<file path="src/rtl/tomasulo_rs_bank_if.sv">
// Bundle of issue, CDB, dispatch and status signals for one reservation-station bank.
//   issue_*  : renamed op from issue (valid/ready)
//   cdb_*    : common data bus broadcast snooped by the bank
//   disp_*   : ready op presented to the functional unit (valid/ready)
//   flush    : synchronous clear of every entry
//   busy_vec, count, dbg_state : status / debug view of the bank
// Handshakes: a transfer happens on a rising clk edge where valid && ready are
// both high; valid never depends on ready; once disp_valid is raised the
// presented op stays frozen until disp_ready (except on flush).
// Modports: master = issue/FU side driving stimulus, slave = the bank.
interface tomasulo_rs_bank_if #(
    parameter int DEPTH  = 4,
    parameter int TAG_W  = 4,
    parameter int DATA_W = 32,
    parameter int OP_W   = 3,
    parameter int IDX_W  = $clog2(DEPTH)
);
    logic              flush;
    logic              issue_valid;
    logic              issue_ready;
    logic [OP_W-1:0]   issue_op;
    logic [TAG_W-1:0]  issue_qj;
    logic [TAG_W-1:0]  issue_qk;
    logic [DATA_W-1:0] issue_vj;
    logic [DATA_W-1:0] issue_vk;
    logic [TAG_W-1:0]  issue_tag;
    logic              cdb_valid;
    logic [TAG_W-1:0]  cdb_tag;
    logic [DATA_W-1:0] cdb_data;
    logic              disp_valid;
    logic              disp_ready;
    logic [OP_W-1:0]   disp_op;
    logic [DATA_W-1:0] disp_vj;
    logic [DATA_W-1:0] disp_vk;
    logic [TAG_W-1:0]  disp_tag;
    logic [IDX_W-1:0]  disp_idx;
    logic [DEPTH-1:0]  busy_vec;
    logic [IDX_W:0]    count;
    logic              dbg_state;

    modport master (
        output flush, issue_valid, issue_op, issue_qj, issue_qk, issue_vj, issue_vk, issue_tag,
        output cdb_valid, cdb_tag, cdb_data, disp_ready,
        input  issue_ready, disp_valid, disp_op, disp_vj, disp_vk, disp_tag, disp_idx,
        input  busy_vec, count, dbg_state
    );

    modport slave (
        input  flush, issue_valid, issue_op, issue_qj, issue_qk, issue_vj, issue_vk, issue_tag,
        input  cdb_valid, cdb_tag, cdb_data, disp_ready,
        output issue_ready, disp_valid, disp_op, disp_vj, disp_vk, disp_tag, disp_idx,
        output busy_vec, count, dbg_state
    );
endinterface

</file>
<file path="src/rtl/tomasulo_rs_bank.sv">
// Parametrised Tomasulo reservation-station bank (one per FU class).
// Holds renamed ops, snoops the CDB for pending source tags and dispatches one
// ready op per cycle to its functional unit.
// Ports:
//   clk   : rising-edge clock
//   rst_n : asynchronous active-low reset
//   bus   : tomasulo_rs_bank_if.slave (issue, CDB, dispatch, flush, status)
// Optional feature macro: RS_AGE_ORDER_EN -- when defined, ready entries are
// selected oldest-first (ties to lowest index); otherwise lowest ready index.
// Dispatch FSM states (visible on bus.dbg_state): 0 = SEL, 1 = HOLD.
module tomasulo_rs_bank #(
    parameter int DEPTH  = 4,
    parameter int TAG_W  = 4,
    parameter int DATA_W = 32,
    parameter int OP_W   = 3
) (
    input  logic                  clk,
    input  logic                  rst_n,
    tomasulo_rs_bank_if.slave     bus
);
    localparam int IDX_W = $clog2(DEPTH);
    localparam logic [IDX_W:0] FULL_CNT = (IDX_W+1)'(DEPTH);

    typedef enum logic {SEL = 1'b0, HOLD = 1'b1} disp_state_e;

    logic [DEPTH-1:0]  busy_q;
    logic [OP_W-1:0]   op_q  [DEPTH];
    logic [TAG_W-1:0]  qj_q  [DEPTH];
    logic [TAG_W-1:0]  qk_q  [DEPTH];
    logic [DATA_W-1:0] vj_q  [DEPTH];
    logic [DATA_W-1:0] vk_q  [DEPTH];
    logic [TAG_W-1:0]  tag_q [DEPTH];
    logic [IDX_W:0]    count_q;
    disp_state_e       state_q, state_d;
    logic [IDX_W-1:0]  hold_idx_q;

`ifdef RS_AGE_ORDER_EN
    localparam logic [IDX_W-1:0] AGE_MAX = IDX_W'(DEPTH-1);
    logic [IDX_W-1:0]  age_q [DEPTH];
    logic [IDX_W-1:0]  best_age;
`endif

    logic              cdb_hit;
    logic [DEPTH-1:0]  rdy;
    logic              sel_any;
    logic [IDX_W-1:0]  sel_idx;
    logic [IDX_W-1:0]  free_idx;
    logic              accept;
    logic              disp_valid_c;
    logic [IDX_W-1:0]  disp_idx_c;
    logic              fire;
    logic [TAG_W-1:0]  new_qj, new_qk;
    logic [DATA_W-1:0] new_vj, new_vk;

    // Tag 0 means "no producer", so a tag-0 broadcast can never wake anything.
    assign cdb_hit = bus.cdb_valid && (bus.cdb_tag != '0);

    always_comb begin
        for (int i = 0; i < DEPTH; i++)
            rdy[i] = busy_q[i] && (qj_q[i] == '0) && (qk_q[i] == '0);
    end

    always_comb begin
        sel_any = 1'b0;
        sel_idx = '0;
`ifdef RS_AGE_ORDER_EN
        best_age = '0;
        // Ascending scan with strict '>' keeps the lowest index on equal ages.
        for (int i = 0; i < DEPTH; i++) begin
            if (rdy[i] && (!sel_any || (age_q[i] > best_age))) begin
                sel_any  = 1'b1;
                sel_idx  = IDX_W'(i);
                best_age = age_q[i];
            end
        end
`else
        for (int i = DEPTH-1; i >= 0; i--) begin
            if (rdy[i]) begin
                sel_any = 1'b1;
                sel_idx = IDX_W'(i);
            end
        end
`endif
    end

    // Lowest free slot from registered busy flags only: a slot freed by this
    // cycle's dispatch is not visible until the next cycle.
    always_comb begin
        free_idx = '0;
        for (int i = DEPTH-1; i >= 0; i--)
            if (!busy_q[i]) free_idx = IDX_W'(i);
    end

    assign bus.issue_ready = (count_q < FULL_CNT) && !bus.flush;
    assign accept          = bus.issue_valid && bus.issue_ready;

    // Same-cycle CDB bypass for incoming operands.
    always_comb begin
        new_qj = bus.issue_qj;
        new_vj = bus.issue_vj;
        new_qk = bus.issue_qk;
        new_vk = bus.issue_vk;
        if (cdb_hit && (bus.issue_qj == bus.cdb_tag)) begin
            new_qj = '0;
            new_vj = bus.cdb_data;
        end
        if (cdb_hit && (bus.issue_qk == bus.cdb_tag)) begin
            new_qk = '0;
            new_vk = bus.cdb_data;
        end
    end

    // Dispatch FSM: state register.
    always_ff @(posedge clk or negedge rst_n) begin
        if (!rst_n) begin
            state_q    <= SEL;
            hold_idx_q <= '0;
        end else begin
            state_q <= state_d;
            // Tracks the selection while in SEL so the index is locked on entry to HOLD.
            if (state_q == SEL) hold_idx_q <= sel_idx;
        end
    end

    // Dispatch FSM: next state.
    always_comb begin
        state_d = state_q;
        if (bus.flush) begin
            state_d = SEL;
        end else begin
            case (state_q)
                SEL:     if (disp_valid_c && !bus.disp_ready) state_d = HOLD;
                HOLD:    if (bus.disp_ready) state_d = SEL;
                default: state_d = SEL;
            endcase
        end
    end

    // Dispatch FSM: outputs. HOLD ignores newly ready entries until accepted.
    always_comb begin
        disp_idx_c   = (state_q == HOLD) ? hold_idx_q : sel_idx;
        disp_valid_c = !bus.flush && ((state_q == HOLD) || sel_any);
    end

    assign fire = disp_valid_c && bus.disp_ready;

    assign bus.disp_valid = disp_valid_c;
    assign bus.disp_idx   = disp_valid_c ? disp_idx_c        : '0;
    assign bus.disp_op    = disp_valid_c ? op_q[disp_idx_c]  : '0;
    assign bus.disp_vj    = disp_valid_c ? vj_q[disp_idx_c]  : '0;
    assign bus.disp_vk    = disp_valid_c ? vk_q[disp_idx_c]  : '0;
    assign bus.disp_tag   = disp_valid_c ? tag_q[disp_idx_c] : '0;
    assign bus.busy_vec   = busy_q;
    assign bus.count      = count_q;
    assign bus.dbg_state  = state_q;

    // Entry storage, CDB capture, issue write and dispatch free.
    always_ff @(posedge clk or negedge rst_n) begin
        if (!rst_n) begin
            busy_q  <= '0;
            count_q <= '0;
            for (int i = 0; i < DEPTH; i++) begin
                op_q[i]  <= '0;
                qj_q[i]  <= '0;
                qk_q[i]  <= '0;
                vj_q[i]  <= '0;
                vk_q[i]  <= '0;
                tag_q[i] <= '0;
`ifdef RS_AGE_ORDER_EN
                age_q[i] <= '0;
`endif
            end
        end else if (bus.flush) begin
            busy_q  <= '0;
            count_q <= '0;
        end else begin
            for (int i = 0; i < DEPTH; i++) begin
                if (cdb_hit && busy_q[i] && (qj_q[i] == bus.cdb_tag)) begin
                    vj_q[i] <= bus.cdb_data;
                    qj_q[i] <= '0;
                end
                if (cdb_hit && busy_q[i] && (qk_q[i] == bus.cdb_tag)) begin
                    vk_q[i] <= bus.cdb_data;
                    qk_q[i] <= '0;
                end
`ifdef RS_AGE_ORDER_EN
                if (accept && busy_q[i] && (age_q[i] != AGE_MAX))
                    age_q[i] <= age_q[i] + 1'b1;
`endif
            end
            // free_idx is never busy and disp_idx_c always is, so these never collide.
            if (fire) busy_q[disp_idx_c] <= 1'b0;
            if (accept) begin
                busy_q[free_idx] <= 1'b1;
                op_q[free_idx]   <= bus.issue_op;
                tag_q[free_idx]  <= bus.issue_tag;
                qj_q[free_idx]   <= new_qj;
                qk_q[free_idx]   <= new_qk;
                vj_q[free_idx]   <= new_vj;
                vk_q[free_idx]   <= new_vk;
`ifdef RS_AGE_ORDER_EN
                age_q[free_idx]  <= '0;
`endif
            end
            case ({accept, fire})
                2'b10:   count_q <= count_q + 1'b1;
                2'b01:   count_q <= count_q - 1'b1;
                default: count_q <= count_q;
            endcase
        end
    end
endmodule

</file>
<file path="src/flat_wrapper.sv">
// flat-port wrapper written by rule: the top's interface ports become plain ports
module tomasulo_rs_bank_flat 
#(
    parameter int DEPTH  = 4,
    parameter int TAG_W  = 4,
    parameter int DATA_W = 32,
    parameter int OP_W   = 3
)
  (clk, rst_n, bus_flush, bus_issue_valid, bus_issue_op, bus_issue_qj, bus_issue_qk, bus_issue_vj, bus_issue_vk, bus_issue_tag, bus_cdb_valid, bus_cdb_tag, bus_cdb_data, bus_disp_ready, bus_issue_ready, bus_disp_valid, bus_disp_op, bus_disp_vj, bus_disp_vk, bus_disp_tag, bus_disp_idx, bus_busy_vec, bus_count, bus_dbg_state);
  tomasulo_rs_bank_if #(.DEPTH(DEPTH), .TAG_W(TAG_W), .DATA_W(DATA_W), .OP_W(OP_W)) bus_i ();
  input  logic clk;
  input  logic rst_n;
  input wire logic [$bits(bus_i.flush)-1:0] bus_flush;
  input wire logic [$bits(bus_i.issue_valid)-1:0] bus_issue_valid;
  input wire logic [$bits(bus_i.issue_op)-1:0] bus_issue_op;
  input wire logic [$bits(bus_i.issue_qj)-1:0] bus_issue_qj;
  input wire logic [$bits(bus_i.issue_qk)-1:0] bus_issue_qk;
  input wire logic [$bits(bus_i.issue_vj)-1:0] bus_issue_vj;
  input wire logic [$bits(bus_i.issue_vk)-1:0] bus_issue_vk;
  input wire logic [$bits(bus_i.issue_tag)-1:0] bus_issue_tag;
  input wire logic [$bits(bus_i.cdb_valid)-1:0] bus_cdb_valid;
  input wire logic [$bits(bus_i.cdb_tag)-1:0] bus_cdb_tag;
  input wire logic [$bits(bus_i.cdb_data)-1:0] bus_cdb_data;
  input wire logic [$bits(bus_i.disp_ready)-1:0] bus_disp_ready;
  output wire logic [$bits(bus_i.issue_ready)-1:0] bus_issue_ready;
  output wire logic [$bits(bus_i.disp_valid)-1:0] bus_disp_valid;
  output wire logic [$bits(bus_i.disp_op)-1:0] bus_disp_op;
  output wire logic [$bits(bus_i.disp_vj)-1:0] bus_disp_vj;
  output wire logic [$bits(bus_i.disp_vk)-1:0] bus_disp_vk;
  output wire logic [$bits(bus_i.disp_tag)-1:0] bus_disp_tag;
  output wire logic [$bits(bus_i.disp_idx)-1:0] bus_disp_idx;
  output wire logic [$bits(bus_i.busy_vec)-1:0] bus_busy_vec;
  output wire logic [$bits(bus_i.count)-1:0] bus_count;
  output wire logic [$bits(bus_i.dbg_state)-1:0] bus_dbg_state;
  assign bus_i.flush = bus_flush;
  assign bus_i.issue_valid = bus_issue_valid;
  assign bus_i.issue_op = bus_issue_op;
  assign bus_i.issue_qj = bus_issue_qj;
  assign bus_i.issue_qk = bus_issue_qk;
  assign bus_i.issue_vj = bus_issue_vj;
  assign bus_i.issue_vk = bus_issue_vk;
  assign bus_i.issue_tag = bus_issue_tag;
  assign bus_i.cdb_valid = bus_cdb_valid;
  assign bus_i.cdb_tag = bus_cdb_tag;
  assign bus_i.cdb_data = bus_cdb_data;
  assign bus_i.disp_ready = bus_disp_ready;
  assign bus_issue_ready = bus_i.issue_ready;
  assign bus_disp_valid = bus_i.disp_valid;
  assign bus_disp_op = bus_i.disp_op;
  assign bus_disp_vj = bus_i.disp_vj;
  assign bus_disp_vk = bus_i.disp_vk;
  assign bus_disp_tag = bus_i.disp_tag;
  assign bus_disp_idx = bus_i.disp_idx;
  assign bus_busy_vec = bus_i.busy_vec;
  assign bus_count = bus_i.count;
  assign bus_dbg_state = bus_i.dbg_state;
  tomasulo_rs_bank #(.DEPTH(DEPTH), .TAG_W(TAG_W), .DATA_W(DATA_W), .OP_W(OP_W)) u_core (.clk(clk), .rst_n(rst_n), .bus(bus_i));
endmodule
</file>
<file path="config.mk">
export PLATFORM = sky130hd
export DESIGN_NAME = tomasulo_rs_bank_flat
export DESIGN_NICKNAME = d
export VERILOG_FILES = /design/src/rtl/tomasulo_rs_bank_if.sv /design/src/rtl/tomasulo_rs_bank.sv /design/src/flat_wrapper.sv
export SDC_FILE = /design/constraint.sdc
export NUM_CORES = 1
export LEC_CHECK = 0
export CAP_MARGIN = 20
export CORE_MARGIN = 3
export CORE_UTILIZATION = 40
export CTS_BUF_LIST = sky130_fd_sc_hd__clkbuf_8 sky130_fd_sc_hd__clkbuf_16
export CTS_CLUSTER_SIZE = 30
export DETAILED_ROUTE_END_ITERATION = 7
export PLACE_DENSITY = 0.63
export SETUP_SLACK_MARGIN = 0.05
export SYNTH_ARGS = -nofsm -noshare
export SYNTH_HDL_FRONTEND = slang
export SYNTH_SLANG_ARGS = --single-unit
export TNS_END_PERCENT = 20
</file>
<file path="constraint.sdc">
create_clock -name clk -period 2.4 [get_ports clk]
set_input_delay 0.48 -clock clk [delete_from_list [all_inputs] [get_ports clk]]
set_output_delay 0.48 -clock clk [all_outputs]
set_load 0.1 [all_outputs]
</file>
# == Yosys cells after proc, flatten, opt, wreduce, memory -nomap -nowiden ==
# Index checks and enable logic that the tools add are counted.
# op_classes
mux,96
order_cmp,8
n_eq_ne,12
bitwise_logic,7
reduce_logical,45
n_addsub,2
# ops
op,n
$mux 32,25
$bwmux 128,2
$mux 128,2
$bmux 32 s2,2
$mux 4,26
$demux 32 s2,1
$bwmux 16,3
$eq 4x4->1,10
$logic_not 4->1,8
$mux 16,2
$logic_and 1x1->1,31
$mux 2,10
$mux 3,5
$bwmux 12,1
$mux 1,9
$bmux 4 s2,1
$demux 4 s2,1
$bmux 3 s2,1
$demux 3 s2,1
$ge 3x3->1 const B,2
$lt 2x3->1 const B,2
$not 2->3,2
$pmux 3 s2,1
$and 4x4->4,1
other kinds (17),21
# totals
ff_bits,326
inputBits,121
out_inout_bits,83
elab_cells,198

# == Longest topological paths before layout ==
# Gate-level depths: netlist of the first run.
# depth
word_depth,19
depth_mapped,10

# == Least setup slack after synthesis of the first run ==
# No wires, ideal clock.
# synth_timing
path_type,reg-to-output
from,"register u_core.busy_q[1], in the netlist u_core.bus.busy_vec[1]"
to,output port bus_disp_idx[0]
slack_ns,-2.208
stages_incl_launch_ff,8
path_buffers,3
arrival_time_ns,4.128
required_ns,1.920
path_cell_list,dfrtp_1 buf_2 nor4b_2 a31oi_2 o21a_1 buf_6 buf_2 nor3_1
# synth_via
elab_chain_cells,7
word_cells_on_any_way,10
# synth_lines
item,line_no,rtl
"start, declared",tomasulo_rs_bank.sv:26,logic [DEPTH-1:0] busy_q;
"start signal, assigned",tomasulo_rs_bank.sv:160,busy_q <= '0;
"start signal, assigned",tomasulo_rs_bank.sv:174,busy_q <= '0;
"start signal, assigned by index",tomasulo_rs_bank.sv:192,if (fire) busy_q[disp_idx_c] <= 1'b0;
$logic_and 1x1->1 * (2 in series),tomasulo_rs_bank.sv:60,rdy[i] = busy_q[i] && (qj_q[i] == '0) && (qk_q[i] == '0);
$mux 1 (2 in series),tomasulo_rs_bank.sv:78,if (rdy[i]) begin
$logic_or 1x1->1,tomasulo_rs_bank.sv:142,disp_valid_c = !bus.flush && ((state_q == HOLD) || sel_any);
$logic_and 1x1->1,tomasulo_rs_bank.sv:142,
$mux 2 *,tomasulo_rs_bank.sv:148,assign bus.disp_idx = disp_valid_c ? disp_idx_c : '0;
"end, declared",flat_wrapper.sv:31,output wire logic [$bits(bus_i.disp_idx)-1:0] bus_disp_idx;
# Every way passes the cells marked *; elsewhere a longest branch is shown, timed or not.

# == Worst setup path after layout of the first run ==
# layout_timing
from,register u_core.qk_q[0] (netlist bit)
to,output port bus_disp_vj[4]
# layout_via
elab_chain_cells,12
word_cells_on_any_way,18
# layout_lines
item,line_no,rtl
"start, declared",tomasulo_rs_bank.sv:29,logic [TAG_W-1:0] qk_q [DEPTH];
"start signal, assigned by index",tomasulo_rs_bank.sv:198,qk_q[free_idx] <= new_qk;
$logic_not 4->1 *,tomasulo_rs_bank.sv:60,
$logic_and 1x1->1 *,tomasulo_rs_bank.sv:60,
$mux 2 (4 in series),tomasulo_rs_bank.sv:78,
$mux 2,tomasulo_rs_bank.sv:141,disp_idx_c = (state_q == HOLD) ? hold_idx_q : sel_idx;
$not 2->3 (not written as such),tomasulo_rs_bank.sv:150,assign bus.disp_vj = disp_valid_c ? vj_q[disp_idx_c] : '0;
$bmux 32 s2,tomasulo_rs_bank.sv:150,
$mux 32 (not written as such) (2 in series),tomasulo_rs_bank.sv:150,
$mux 32 *,tomasulo_rs_bank.sv:150,
"end, declared",flat_wrapper.sv:28,output wire logic [$bits(bus_i.disp_vj)-1:0] bus_disp_vj;
# Every way passes the cells marked *; elsewhere a longest branch is shown, timed or not. The select of a mux whose other input is x is not followed.

==> impl_results.md, run 1 <==
- Crit path DAT: ~3.1 ns
- Syn nets: 2144
- CTS H-tree lvls: 2
- Cell area power density: slightly above 700 nW/µm²
- Clk Latency, worst-skew pair: around 0.56 ns
- WL final: around 78000 µm
- Initial antenna violation count: 0
- Final Setup Violations: between 70 and 80
- CORE AREA: about 47000 µm²
- Pin count of the biggest net entering global routing: 71
- Peak supply drop: 0.402 mV
- Syn Area/Cell: ~9.4 µm²
- R2R setup slack: -0.04 ns
- Max Clk Rate: roughly 280 MHz
- RePlAce Congestion: about 0.89
- Vias in the first global route: between 15000 and 20000
- Starting DRT DRC Count: 2310
- Num rows: 79
- Synth top cells by count: dfrtp_1, a21oi_1, nor2_1
- Synth cell types: a little under 60
- Die area: around 50000 µm²
- Non-Filler Instances: ~3000
- Failing checks: setup timing
- Clk sink count: 326
- Placed instance count: between 2000 and 3000
- Placed Area: 25000 µm²
- Remaining global-route overflow: 0
- Hpwl dp: 48900 µm
- Critical Path Fanout Max: 25
- Cell leakage power: around 12 nW
- CTS clk-pin slew, worst paths: 0.06 ns
- Final period util: 149%
- FFs w/ async S/R, synth: 100%
- Crit. End Element: output pin
- DR WL met3: ~7300 µm
- I/O pins: ~200
- Worst slew margin: between 20 and 25%
- Fraction of layout cells with a size suffix above 1: 28.6%
- Vias per cell: 6.34
- Startpoint types: flip-flop
- Final Total Pwr: 19.2 mW
- Final hold violation count: 0
- Area Growth Syn to Fin: 42.9%
- Hold Crit Class: reg -> reg
- Post-Syn Instances: between 2000 and 2500
- GRT Resource Usage Total: about 30%
- Met2 wire length: between 30000 and 40000 µm
- Synth top area share: 42.9%
- Hold path depth: 2
- Worst endpoint required time: approximately 1.9 ns
- Clock tree buffer depth: 3
- Total inserted antenna cells: 0
- M1 WL: between 30000 and 40000 µm
- Synth area leader: dfrtp_1
- Nets: 2476
- Reg2Reg Depth: 8
- Total CTS buffers: 39
- DR WL/cell: about 26 µm
- Fillers: between 3000 and 4000
- RSZ-0062 raised after global routing: yes
- R2r startpoint: u_core.qk_q[0]$_DFFE_PN0N_
- Clock Skew: approximately 0.012 ns
- Die Ht: ~220 µm
- Most common cell in the netlist: dfrtp_1
- Root buffer cell: clkbuf_16
- Yosys Warn Count: 0
- Post-route DRC: 0
- Outcome: finished with violations
- TNS Setup: -81.01 ns
- Top cells by area, synth: dfrtp_1, o22a_1, a21oi_1, mux2i_4, nor2_1
- Hold path start: u_core.tag_q[14]$_DFFE_PN0P_
- Synth Cell Area: 19000 µm²
- Post-synth EDFFs: 0
- Vias: 18900
- Worst hold slack: between 0.4 and 0.5 ns
- Reg-to-reg endpoint: u_core.bus.count[1]$_DFFE_PN0P_
- Number of synthesized register bits: around 330
- Top sig layer: met4
- First-pass GRT wire length: around 120000 µm
- PortBufs: a little over 200
- Final Max Slew Viols: 0
- Max-Cap Viols: 0
- Least-Margin Pin Slew: around 1.1 ns
- CTS tree: yes
- Routed Antenna Nets: 0
- Final instance area: around 27000 µm²
- Worst Hold Path EP: u_core.tag_q[14]$_DFFE_PN0P_
- Min Tclk post-route: ~3.6 ns
- Worst setup margin: -1.18 ns
- Iteration count of the initial detailed-routing pass: 6
- Initial core utilization: between 40% and 50%
- Register area share after synthesis: 42.9%
- Setup CP Type: reg -> out
- Die width: 224 µm
- Most used flip-flop cell after synthesis: dfrtp_1
==> how the worst max path moves through the flow <==
stage                                     start         endpoint  slack [ns]
2_1_floorplan  u_core.bus.busy_vec[1]$_DFF_PN0_  bus_disp_vj[16]       -1.44
3_3_place_gp         u_core.qk_q[0]$_DFFE_PN0N_  bus_disp_vj[31]       -0.76
3_5_place_dp         u_core.qk_q[0]$_DFFE_PN0N_  bus_disp_vj[31]       -0.82
4_1_cts              u_core.qk_q[2]$_DFFE_PN0N_  bus_disp_vk[30]       -1.16
5_1_grt             u_core.qk_q[12]$_DFFE_PN0N_  bus_disp_vj[20]       -1.26
6_report             u_core.qk_q[0]$_DFFE_PN0N_   bus_disp_vj[4]       -1.18
==> routing by layer <==
layer | global-route usage, % | vias up
li1 | - | 8134
met4 | 12.4 | 0
met1 | 40.1 | 9427
met2 | 48.2 | 1154
met3 | 5.33 | 218
met5 | 0 | -
==> report_power, final <==
group / switching [mW] / leakage (nW) / total, mW / internal [mW]
Combinational: 2.76 / 6.89 / 5.39 / 2.63
Sequential: 0.865 / 4.06 / 7.76 / 6.89
Clock: 2.40 / 0.665 / 6.06 / 3.66
==> cell type report <==
type / count / area [µm²] / share of cell area, %
clock buffers: 50 / 1150 / 4.23
clock inverters: 14 / 136 / 0.502
inverters: 8 / 30.0 / 0.110
multi-input cells: 1454 / 10700 / 39.5
flip-flops and latches: 326 / 8170 / 30.1
well taps: 607 / 759 / 2.79
repair buffers: 525 / 6200 / 22.8
==> registers in the layout, indices dropped and copies added (netlist names) <==
register	count
u_core.vj_q	128
u_core.vk_q	128
u_core.qj_q	16
u_core.qk_q	16
u_core.tag_q	16
u_core.op_q	12
u_core.bus.busy_vec	4
u_core.bus.count	3
u_core.hold_idx_q	2
u_core.bus.dbg_state	1
==> critical path, cell delays in order, from the launching register on <==
cell	delay, ns
dfrtp_1	0.41
nor4_4	0.41
nand4b_4	0.20
o21a_4	0.27
nor2_4	0.29
buf_12	0.27
a32oi_1	0.13
a21oi_1	0.20
buf_4	0.17
buf_12	0.17
==> metrics by stage <==
| step | utilization (%) | worst slack (ns) |
|---|---|---|
| 2_1_floorplan | - | -1.44 |
| 3_3_place_gp | 53.5 | -0.761 |
| 3_5_place_dp | 53.5 | -0.816 |
| 4_1_cts | 56.9 | -1.16 |
| 5_1_grt | 58.1 | -1.26 |
| 6_report | 58.1 | -1.18 |
==> kinds of logic after synthesis <==
group	count (synthesis)	synth area share, %
muxes	65	6.38
and+or+nand+nor	492	11.2
adders and majority gates	1	0.105
DFF	326	42.9
buffers and inverters	242	6.21
AOI/OAI and AO/OA	854	31.3
xor gates and xnor gates	42	1.97
==> cell usage in the layout (no fill, tap or decap), types with 20 or more instances in the layout <==
cell	n
dfrtp_1	321
buf_4	243
nor2_1	240
a21oi_1	233
o22a_1	193
buf_12	138
nand2_1	119
clkdlybuf4s50_1	114
a21o_1	72
o21ai_0	68
nand3_1	63
o2bb2ai_1	63
clkbuf_16	47
mux2i_4	46
a21oi_2	38
a32oi_2	37
xor2_1	36
a32oi_1	33
a2bb2oi_1	31
a21oi_4	30
nand3_2	20
o22ai_1	20
==> what timing repair did <==
action / in CTS / in global routing
endpoints found under the hold margin: 55 / 0
resized for setup: 55 / 76
pin swaps: 18 / 44
setup buffers: 6 / 5
hold buffers: 1 / 0
cloned: 0 / 6
setup endpoints to repair: 83 / 220
(Power assumes the default switching activity.)
==> run 2: changes to the inputs <==
- CTS_CLUSTER_DIAMETER: default -> 30
==> impl_results.md, run 2 (synthesis results as in run 1) <==
- Post-route DRC: 0 (unchanged)
- Vias per cell: 6.27 (was 6.34)
- Outcome: finished with violations (unchanged)
- Root buffer cell: clkbuf_16 (unchanged)
- Sequential Power Share: 30.2% (was 40.4%)
- Clk Latency, worst-skew pair: 0.60 ns (was 0.56 ns)
- Failing checks: setup timing (unchanged)
- Final hold violation count: 0 (unchanged)
- Iteration count of the initial detailed-routing pass: 6 (unchanged)
- Biggest registers after layout: u_core.vj_q: 128 flops, u_core.vk_q: 128 flops (unchanged)
- Critical Path Fanout Max: 25 (unchanged)
- Switching Share: 28.2% (was 31.3%)
- Crit path DAT: 3.13 ns (was 3.10 ns)
- Least-Margin Pin Slew: 1.11 ns (was 1.12 ns)
- Clock tree buffer depth: 3 (unchanged)
- Place WS: -0.816 ns (unchanged)
- CTS H-tree lvls: 3 (was 2)
- Placed Area: 25000 µm² (unchanged)
- DR WL/cell: 25.7 µm (was 26.1 µm)
- PortBufs: 203 (unchanged)
- Fraction of layout cells with a size suffix above 1: 29.9% (was 28.6%)
- Worst endpoint required time: 1.92 ns (about the same)
- R2r startpoint: u_core.qk_q[7]$_DFFE_PN0N_ (was u_core.qk_q[0]$_DFFE_PN0N_)
- RSZ-0062 raised after global routing: yes (unchanged)
- Remaining global-route overflow: 0 (unchanged)
- Non-Filler Instances: 3081 (was 2984)
- Fillers: 3735 (was 3960)
- First-pass GRT wire length: 119000 µm (was 117000 µm)
- Cell area power density: 894 nW/µm² (was 706 nW/µm²)
- Placed instance count: 2902 (unchanged)
- Die Ht: 224 µm (unchanged)
- Worst slew margin: 25.5% (was 24.9%)
- Vias: 19300 (was 18900)
- Comb pwr share: 20.9% (was 28.1%)
- Reg2Reg Depth: 9 (was 8)
- Setup CP Type: reg -> out (unchanged)
- CTS clk-pin slew, worst paths: 0.04 ns (was 0.06 ns)
- Peak supply drop: 0.587 mV (was 0.402 mV)
- GRT Resource Usage Total: 30.6% (was 30.0%)
- Final instance area: 28800 µm² (was 27200 µm²)
- Final Total Pwr: 25.7 mW (was 19.2 mW)
- Num rows: 79 (unchanged)
- CORE AREA: 46800 µm² (unchanged)
- Clk sink count: 326 (unchanged)
- Clk pwr share: 48.9% (was 31.5%)
- Starting DRT DRC Count: 2428 (was 2310)
- Area Growth Syn to Fin: 51.1% (was 42.9%)
- Total CTS buffers: 88 (was 39)
- Die width: 224 µm (unchanged)
- Pin count of the biggest net entering global routing: 71 (unchanged)
- WL final: 79300 µm (was 77800 µm)
- Int Power: 18.5 mW (was 13.2 mW)
- Clock Skew: 0.0235 ns (was 0.0125 ns)
- Reg-to-reg endpoint: u_core.bus.count[1]$_DFFE_PN0P_ (unchanged)
- Startpoint types: flip-flop (unchanged)
- Most frequent cells in the layout: dfrtp_1, buf_4, a21oi_1 (was dfrtp_1, buf_4, nor2_1)
- Final Setup Violations: 75 (was 76)
- Final Core Density: 61.5% (was 58.1%)
- Hpwl dp: 48900 µm (unchanged)
- Switching Power: 7.24 mW (was 6.02 mW)
- Final period util: 150% (was 149%)
- Cell leakage power: 12.3 nW (was 11.6 nW)
- RePlAce Congestion: 0.889 (unchanged)
- Max-Cap Viols: 0 (unchanged)
- Initial antenna violation count: 1 (was 0)
- Vias in the first global route: 20100 (was 19300)
- I/O pins: 204 (unchanged)
- Routed Antenna Nets: 0 (unchanged)
- Die area: 50200 µm² (unchanged)
- CTS tree: yes (unchanged)
- Min Tclk post-route: 3.61 ns (was 3.58 ns)
- Max Clk Rate: 277 MHz (was 279 MHz)
- Initial core utilization: 40.7% (unchanged)
- R2R setup slack: -0.01 ns (was -0.04 ns)
- Final Max Slew Viols: 0 (unchanged)
- Crit. End Element: output pin (unchanged)
- Worst setup margin: -1.21 ns (was -1.18 ns)
- Nets: 2523 (was 2476)
- Most common cell after layout, fill and taps aside: dfrtp_1 (unchanged)
- Hold Crit Class: in -> async (was reg -> reg)
-- run 2: cell types whose count changed in the layout (fill, tap and decap cells not counted), moves of 3 or more --
cell	before	now
buf_6	13	10
clkinvlp_4	0	14
clkinv_2	4	14
a21oi_2	38	28
a32oi_2	37	26
nand3_1	63	74
buf_4	243	251
clkbuf_16	47	92
a21oi_1	233	243
a32oi_1	33	45
nand3_2	20	9
bufinv_16	3	16
clkbuf_8	9	15
-- run 2: worst max path at each step --
stage | from | endpoint | slack [ns] | depth (start not counted)
finish | u_core.qk_q[0]$_DFFE_PN0N_ | bus_disp_vk[9] | -1.21 | 9
global route | u_core.qk_q[0]$_DFFE_PN0N_ | bus_disp_vk[8] | -1.28 | 10
CTS | u_core.qk_q[0]$_DFFE_PN0N_ | bus_disp_vk[9] | -1.19 | 10
detailed placement | u_core.qk_q[0]$_DFFE_PN0N_ | bus_disp_vj[31] | -0.82 | 9
global placement | u_core.qk_q[0]$_DFFE_PN0N_ | bus_disp_vj[31] | -0.76 | 9
floorplan | u_core.bus.busy_vec[1]$_DFF_PN0_ | bus_disp_vj[16] | -1.44 | 10
-- run 2: power groups by stage --
stage / Sequential (mW) / Combinational [mW] / Clock, mW
after floorplan: 7.65 / 3.21 / 0
after global placement: 7.66 / 5.04 / 0
after detailed placement: 7.73 / 5.18 / 0
after CTS: 7.70 / 5.29 / 12.6
after global routing: 7.88 / 5.72 / 12.9
final: 7.76 / 5.38 / 12.6
-- run 2: per-stage QoR --
step,setup TNS (ns),hold WS [ns]
6_report,-81.33,0.428
5_1_grt,-88.72,0.443
4_1_cts,-81.93,0.419
3_5_place_dp,-147.30,0.457
3_3_place_gp,-123.88,0.450
2_1_floorplan,-82.34,0.184
-- run 2: per-layer routing --
metal / up-vias / wire, µm / global-route usage [%]
li1: 8273 / - / -
met1: 9648 / 31700 / 39.6
met2: 1171 / 37000 / 48.1
met3: 230 / 7330 / 7.80
met4: 0 / 3250 / 14.8
met5: - / 0 / 0
-- run 2: critical path, stage by stage, from the launching register on --
cell      delay (ns)
dfrtp_1         0.40
nor4_4          0.39
nand4b_4        0.18
o21a_4          0.26
nor2_4          0.32
buf_12          0.27
a32oi_1         0.15
a21oi_1         0.22
buf_4           0.15
buf_12          0.16
-- run 2: repair_timing --
action,in CTS,in global routing
pin swaps,23,12
cloned,0,2
buffers inserted,5,8
hold endpoints to repair,55,0
hold buffers,1,0
endpoints found under the setup margin,81,130
resized for setup,52,32
-- run 2: cell type report --
class	count	area (µm²)	share of cell area, %
clock inverter	57	732	2.55
tap	607	759	2.64
timing repair buffer	523	6060	21.1
clock buffer	105	2460	8.55
antenna	1	2.50	0.00870
multi-input combinational	1454	10500	36.7
inverter	8	30.0	0.104
sequential	326	8170	28.4
==> run 3: changes to the inputs <==
- SLEW_MARGIN: default -> 20
==> results of run 3 <==
The final DEF is identical to that of run 2; final timing and power are the same.
